[src/rtl/serial_pattern_source_pkg.sv]
// Shared definitions for the serial pattern source: FSM state encoding.
package serial_pattern_source_pkg;

    typedef enum logic [1:0] {
        IDLE  = 2'd0,
        SHIFT = 2'd1,
        DONE  = 2'd2
    } state_t;

endpackage

[src/rtl/serial_pattern_source_bit_period_timer.sv]
// Bit-period timer: counts 0..div while running and flags the last cycle of each period.
module bit_period_timer #(
    parameter int DIV_W = 24
) (
    input  logic             clk,
    input  logic             reset_n,
    input  logic             load,
    input  logic             restart,
    input  logic             run,
    input  logic [DIV_W-1:0] div,
    output logic             period_end
);

    logic [DIV_W-1:0] cnt;
    logic [DIV_W-1:0] div_q;

    assign period_end = run && (cnt == div_q);

    // An all-ones div wraps naturally through the equality check, giving 2^DIV_W cycles.
    always_ff @(posedge clk or negedge reset_n) begin
        if (!reset_n) begin
            cnt   <= '0;
            div_q <= '0;
        end else if (load) begin
            div_q <= div;
            cnt   <= '0;
        end else if (restart || period_end) begin
            cnt <= '0;
        end else if (run) begin
            cnt <= cnt + 1'b1;
        end
    end

endmodule

[src/rtl/serial_pattern_source.sv]
// Serial pattern source: captures a parallel pattern and plays it MSB-first on x.
module serial_pattern_source
    import serial_pattern_source_pkg::*;
#(
    parameter int WIDTH = 8,
    parameter int DIV_W = 24
) (
    input  logic                     clk,
    input  logic                     reset_n,
    input  logic                     start,
    input  logic                     stop,
    input  logic                     loop,
    input  logic [WIDTH-1:0]         data,
    input  logic [DIV_W-1:0]         div,
    output logic                     x,
    output logic                     bit_stb,
    output logic                     busy,
    output logic                     done,
    output logic [$clog2(WIDTH)-1:0] bit_idx
);

    localparam int IDX_W = $clog2(WIDTH);
    localparam logic [IDX_W-1:0] LAST_IDX = IDX_W'(WIDTH - 1);

    state_t           state;
    logic [WIDTH-1:0] pattern;
    logic [WIDTH-1:0] shreg;
    logic             period_end;
    logic             load;
    logic             abort;

    assign load  = (state == IDLE) && start;
    assign abort = (state == SHIFT) && stop;

    bit_period_timer #(.DIV_W(DIV_W)) u_timer (
        .clk        (clk),
        .reset_n    (reset_n),
        .load       (load),
        .restart    (abort),
        .run        (state == SHIFT),
        .div        (div),
        .period_end (period_end)
    );

    always_ff @(posedge clk or negedge reset_n) begin
        if (!reset_n) begin
            state   <= IDLE;
            pattern <= '0;
            shreg   <= '0;
            x       <= 1'b0;
            bit_stb <= 1'b0;
            busy    <= 1'b0;
            done    <= 1'b0;
            bit_idx <= '0;
        end else begin
            bit_stb <= 1'b0;
            done    <= 1'b0;
            case (state)
                IDLE: begin
                    if (start) begin
                        pattern <= data;
                        shreg   <= data;
                        x       <= data[WIDTH-1];
                        bit_idx <= '0;
                        bit_stb <= 1'b1;
                        busy    <= 1'b1;
                        state   <= SHIFT;
                    end
                end
                SHIFT: begin
                    // Abort wins over end-of-pattern; x keeps the bit it was showing.
                    if (stop) begin
                        busy  <= 1'b0;
                        state <= IDLE;
                    end else if (period_end) begin
                        if (bit_idx != LAST_IDX) begin
                            shreg   <= shreg << 1;
                            x       <= shreg[WIDTH-2];
                            bit_idx <= bit_idx + 1'b1;
                            bit_stb <= 1'b1;
                        end else if (loop) begin
                            shreg   <= pattern;
                            x       <= pattern[WIDTH-1];
                            bit_idx <= '0;
                            bit_stb <= 1'b1;
                        end else begin
                            busy  <= 1'b0;
                            done  <= 1'b1;
                            state <= DONE;
                        end
                    end
                end
                DONE: begin
                    state <= IDLE;
                end
                default: begin
                    busy  <= 1'b0;
                    state <= IDLE;
                end
            endcase
        end
    end

endmodule

[config.mk]
export PLATFORM = sky130hd
export DESIGN_NAME = serial_pattern_source
export DESIGN_NICKNAME = d
export VERILOG_FILES = /design/src/rtl/serial_pattern_source_pkg.sv /design/src/rtl/serial_pattern_source_bit_period_timer.sv /design/src/rtl/serial_pattern_source.sv
export SDC_FILE = /design/constraint.sdc
export NUM_CORES = 1
export LEC_CHECK = 0
export CELL_PAD_IN_SITES_DETAIL_PLACEMENT = 0
export CELL_PAD_IN_SITES_GLOBAL_PLACEMENT = 2
export CORE_MARGIN = 2
export CORE_UTILIZATION = 35
export CTS_CLUSTER_SIZE = 12
export DETAILED_ROUTE_END_ITERATION = 8
export PLACE_DENSITY_LB_ADDON = 0.1
export RECOVER_POWER = 25
export SETUP_SLACK_MARGIN = 0.3
export SLEW_MARGIN = 0
export SYNTH_ARGS = -nofsm -noshare
export SYNTH_HDL_FRONTEND = slang
export SYNTH_SLANG_ARGS = --single-unit
export TNS_END_PERCENT = 5
[constraint.sdc]
create_clock -name clk -period 2.47 [get_ports clk]
set_input_delay 0.247 -clock clk [delete_from_list [all_inputs] [get_ports clk]]
set_output_delay 0.247 -clock clk [all_outputs]
set_load 0.01 [all_outputs]
==> results of run 1 <==
==> routing by layer <==
layer  global-route usage  vias to the layer above  wire (µm)
li1                     -                     1292          -
met1                0.247                     1227       4400
met2                0.233                       35       3430
met3               0.0497                        8        282
met4               0.0405                        0         78
met5                    0                        -          0
==> final cells by class <==
type	instances	area (µm²)	area share
Clock buffer	11	151	0.0346
Clock inverter	5	63.8	0.0146
Sequential cell	72	1800	0.411
Multi-Input combinational cell	271	1650	0.376
Inverter	2	7.51	0.00171
Tap cell	133	166	0.0380
Timing Repair Buffer	55	542	0.124
==> placed cells by master, fill, tap and decap left out, types with 3 or more instances in the layout <==
cell type                         netlist  layout
sky130_fd_sc_hd__mux2_2                13      13
sky130_fd_sc_hd__nand4_1                7       7
sky130_fd_sc_hd__dfrtp_1               72      72
sky130_fd_sc_hd__xnor2_1               11      11
sky130_fd_sc_hd__clkbuf_8               0      11
sky130_fd_sc_hd__o21ai_0                9       9
sky130_fd_sc_hd__nand2_1              107     107
sky130_fd_sc_hd__nor4_1                 9       5
sky130_fd_sc_hd__nor2_1                28      28
sky130_fd_sc_hd__mux2i_1               10      10
sky130_fd_sc_hd__and2_1                 3       3
sky130_fd_sc_hd__nand3_1                7       7
sky130_fd_sc_hd__clkdlybuf4s50_1        0      42
sky130_fd_sc_hd__and4_1                 4       4
sky130_fd_sc_hd__a21oi_1                5       5
sky130_fd_sc_hd__xor2_1                34      34
sky130_fd_sc_hd__ha_1                   3       3
sky130_fd_sc_hd__buf_4                  0       9
sky130_fd_sc_hd__nor4_2                 0       4
sky130_fd_sc_hd__nor3_1                 5       4
==> sequential cells by signal, indices dropped and copies added (netlist names) <==
name,flops
state,2
u_timer.cnt,24
busy,1
u_timer.div_q,24
bit_idx,3
shreg,7
bit_stb,1
pattern,8
x,1
done,1
==> worst max path at each step <==
stage          slack [ps]  endpoint            start
2_1_floorplan         310  shreg[0]       bit_idx[0]
3_3_place_gp          220  shreg[3]  u_timer.cnt[15]
3_5_place_dp          180  shreg[6]  u_timer.cnt[15]
4_1_cts               300  shreg[6]  u_timer.cnt[14]
5_1_grt               160  shreg[2]  u_timer.cnt[14]
6_report              350  shreg[6]  u_timer.cnt[14]
==> cells by family (layout without fill, tap and decap cells) <==
family	count (synthesis)	after routing
AO/OA/AOI/OAI	19	19
XOR/XNOR	45	45
adder cells (fa/ha/maj)	3	3
buffers and inverters	16	73
flip-flops	72	72
multiplexers	23	23
AND/OR/NAND/NOR	181	181
==> repair_timing <==
action / 4_1_cts / 5_1_grt
pin swaps: 2 / 1
hold buffers: 1 / 0
buffers inserted: 1 / 0
gates resized for setup: 1 / 5
setup endpoints to repair: 8 / 39
hold endpoints to repair: 26 / 0
cloned: 0 / 0
==> per-stage QoR <==
| step | instance area (µm²) | setup slack, ps | hold WS, ps |
|---|---|---|---|
| global route | 4380 | 163 | 395 |
| detailed placement | 4110 | 184 | 321 |
| floorplan | 3470 | 308 | -48.6 |
| CTS | 4350 | 303 | 391 |
| finish | 4380 | 355 | 410 |
| global placement | 4110 | 215 | 325 |
==> worst max-delay path, stage by stage (launching register included) <==
cell	delay, ps
sky130_fd_sc_hd__dfrtp_1	460
sky130_fd_sc_hd__xor2_1	220
sky130_fd_sc_hd__nor4_2	310
sky130_fd_sc_hd__nand2_1	240
sky130_fd_sc_hd__o31ai_4	220
sky130_fd_sc_hd__buf_4	210
sky130_fd_sc_hd__mux2_2	340
==> power by group through the flow <==
stage	combinational (W)	clock, W	sequential [W]
6_report	0.000591	0.00100	0.00151
3_3_place_gp	0.000573	0	0.00153
4_1_cts	0.000588	0.00103	0.00151
3_5_place_dp	0.000580	0	0.00153
5_1_grt	0.000671	0.00110	0.00153
2_1_floorplan	0.000366	0	0.00149
==> run summary, run 1 <==
The share of power burned in registers is 0.486. Counting instances, the worst hold path has a depth of 3. In the synthesized netlist the dominant register cell turns out to be sky130_fd_sc_hd__dfrtp_1. The post-synthesis simple-gate area fraction is 0.231. The number of placed instances, taps included, is 531. The final antenna-violating net count came out at 0. Of the total power, the clock network draws 0.324. The share of flip-flops with an asynchronous set or reset after synthesis is 1.00.

The average routed wire per standard cell is 14.9 µm. The multiplexer fraction of the synthesized cell area came out at 0.0710. The worst-case reg-to-reg path depth is 6. The initial DRC count came out at 141. The area of the die came out at 10700 µm². The global routing usage summed across all routing layers is 0.165. By area, the combinational part of the netlist is dominated by simple AND/OR/NAND/NOR gates. The number of failing hold endpoints at the final stage is 0.

The pin count of the biggest net entering global routing is 47. The count of input and output buffers came out at 43. The worst setup path is of the reg -> reg kind. The average vias per placed instance came out at 4.67. The number of enable flip-flop cells after synthesis came out at 0.

The total iterations of the first detailed-routing run came out at 4. The mean post-synth cell area came out at 9.67 µm². The register bit total from synthesis came out at 72.

The final count of pins violating max slew is 27. The total congestion overflow came out at 0. The initial utilization of the core area, before any placement, comes to 0.359. The worst-case clock buffer depth came out at 2. The total standard cell area after synthesis is 3470 µm².

The total vias in the final route is 2562. TritonCTS built the clock tree. The fraction of power consumed by combinational cells is 0.191.

The startpoint identified for the worst hold timing path is div[16]. The post-route minimum period is 2120 ps. In this run the critical register-to-register path is captured at shreg[6]. The filler-free cell count of the finished design came out at 549. In this run the static leakage power is 2.00 nW.

The congestion estimate from routability-driven global placement came to 0.766. The post-detailed-route DRC marker count came out at 0. At the worst endpoint, the required time is 2720 ps. The global-route wire length before repair came out at 13900 µm.

STA classifies the critical path endpoint as a flop. The number of buffers created by CTS is 9. Among all cell types in the netlist, the one instantiated most often is sky130_fd_sc_hd__nand2_1. The utilization of the core after routing is 0.452. The area inside the core boundary came out at 9680 µm². The largest fanout on the critical path is 9. The share of layout cells above drive strength 1 came out at 0.115. The net count after synthesis came out at 399.

Setup repair after global routing could not meet its margin everywhere. The H-tree depth reported by CTS is 3. Setup violations remaining at the end of the flow were counted as 0. The number of antenna violations at the first check in global routing came out at 0. The number of different library cells used by synthesis comes to 33.

The via count of the first global-routing pass was 2625. The clock latency at the later pin of the worst-skew pair came out at 360 ps. The I/O pin count is 44. The cell internal power dissipation is 0.00220 W. The floorplan row count is 36.

Relative to the synthesized area, the layout overhead comes to 26.2%. The height of the die is 104 µm. The total number of nets in the final design came out at 451. The checks that failed: max-capacitance violations, max-slew violations.

In this run the register-to-register setup slack is 350 ps. The number of maximum-capacitance violations came out at 1. For this run, the register share of the synthesized area comes to 0.519. The number of warnings reported in the yosys synthesis log is 0. sky130_fd_sc_hd__dfrtp_1 takes more of the synthesized area than any other cell. The die extent in x came out at 104 µm. The arrival time at the worst endpoint is 2360 ps.

The tightest min-delay check is of the in -> reg type. The clock arrives with 14.3 ps of skew. Summed over all nets, the half-perimeter wirelength after detailed placement is 5750 µm. The clock root buffer master is sky130_fd_sc_hd__clkbuf_8. Fill cells in the final layout number 972. The share of the synthesized area in the top cell type came out at 0.519. The number of antenna diodes in the final layout is 0.

In the synthesized netlist, the cells that appear most often are 107 x sky130_fd_sc_hd__nand2_1, 72 x sky130_fd_sc_hd__dfrtp_1, 34 x sky130_fd_sc_hd__xor2_1, 28 x sky130_fd_sc_hd__nor2_1, 13 x sky130_fd_sc_hd__mux2_2. The share of the synthesized area in compound gates (AO/OA/AOI/OAI) came out at 0.0364. The net switching fraction of the power is 0.292. The clock sink count came out at 72.

The total power density per cell area is 707 nW/µm². The clock input transition at the sequential cells of the worst setup and hold paths came out at 90 ps. The flow ran to the end, but the final reports show violations.

For the final routed database, the setup TNS stands at 0 ps. The maximum achievable frequency came out at 473 MHz. The share of synthesized cell area in full adder, half adder and majority cells came out at 0.0108. The transition time at the pin with the least slew margin came out at 1590 ps. The post-route clock period utilization came out at 0.856. The start of the worst register-to-register path is u_timer.cnt[14].

The switching power of the nets came out at 0.000904 W. The synthesized-area fraction occupied by xor and xnor cells came out at 0.114. Summed over all layers, the routed wires come to 8190 µm. STA classifies the critical path startpoint as a flop. The worst slew slack as a fraction of its limit is -0.0575. The worst IR drop on VDD is 331 µV. The total power of the final layout is 0.00310 W. The number of standard cells after synthesis is 359. After synthesis, the cell types taking the most area are sky130_fd_sc_hd__dfrtp_1 52%, sky130_fd_sc_hd__nand2_1 12%, sky130_fd_sc_hd__xor2_1 8.6%, sky130_fd_sc_hd__mux2_2 4.2%, sky130_fd_sc_hd__nor2_1 3.0%. The destination of the worst hold path is u_timer.div_q[16].
No activity file was read; power rests on OpenSTA's default activity.
==> inputs of run 2 (changes only) <==
Settings changed: ABC_CLOCK_PERIOD_IN_PS set to 2470.
==> results of run 2 <==
Same layout as run 1: the final DEF is identical, and so are final timing and power.
==> inputs of run 3 (changes only) <==
Settings changed: GPL_ROUTABILITY_DRIVEN set to 1.
==> results of run 3 <==
Same layout as run 1: the final DEF is identical, and so are final timing and power.
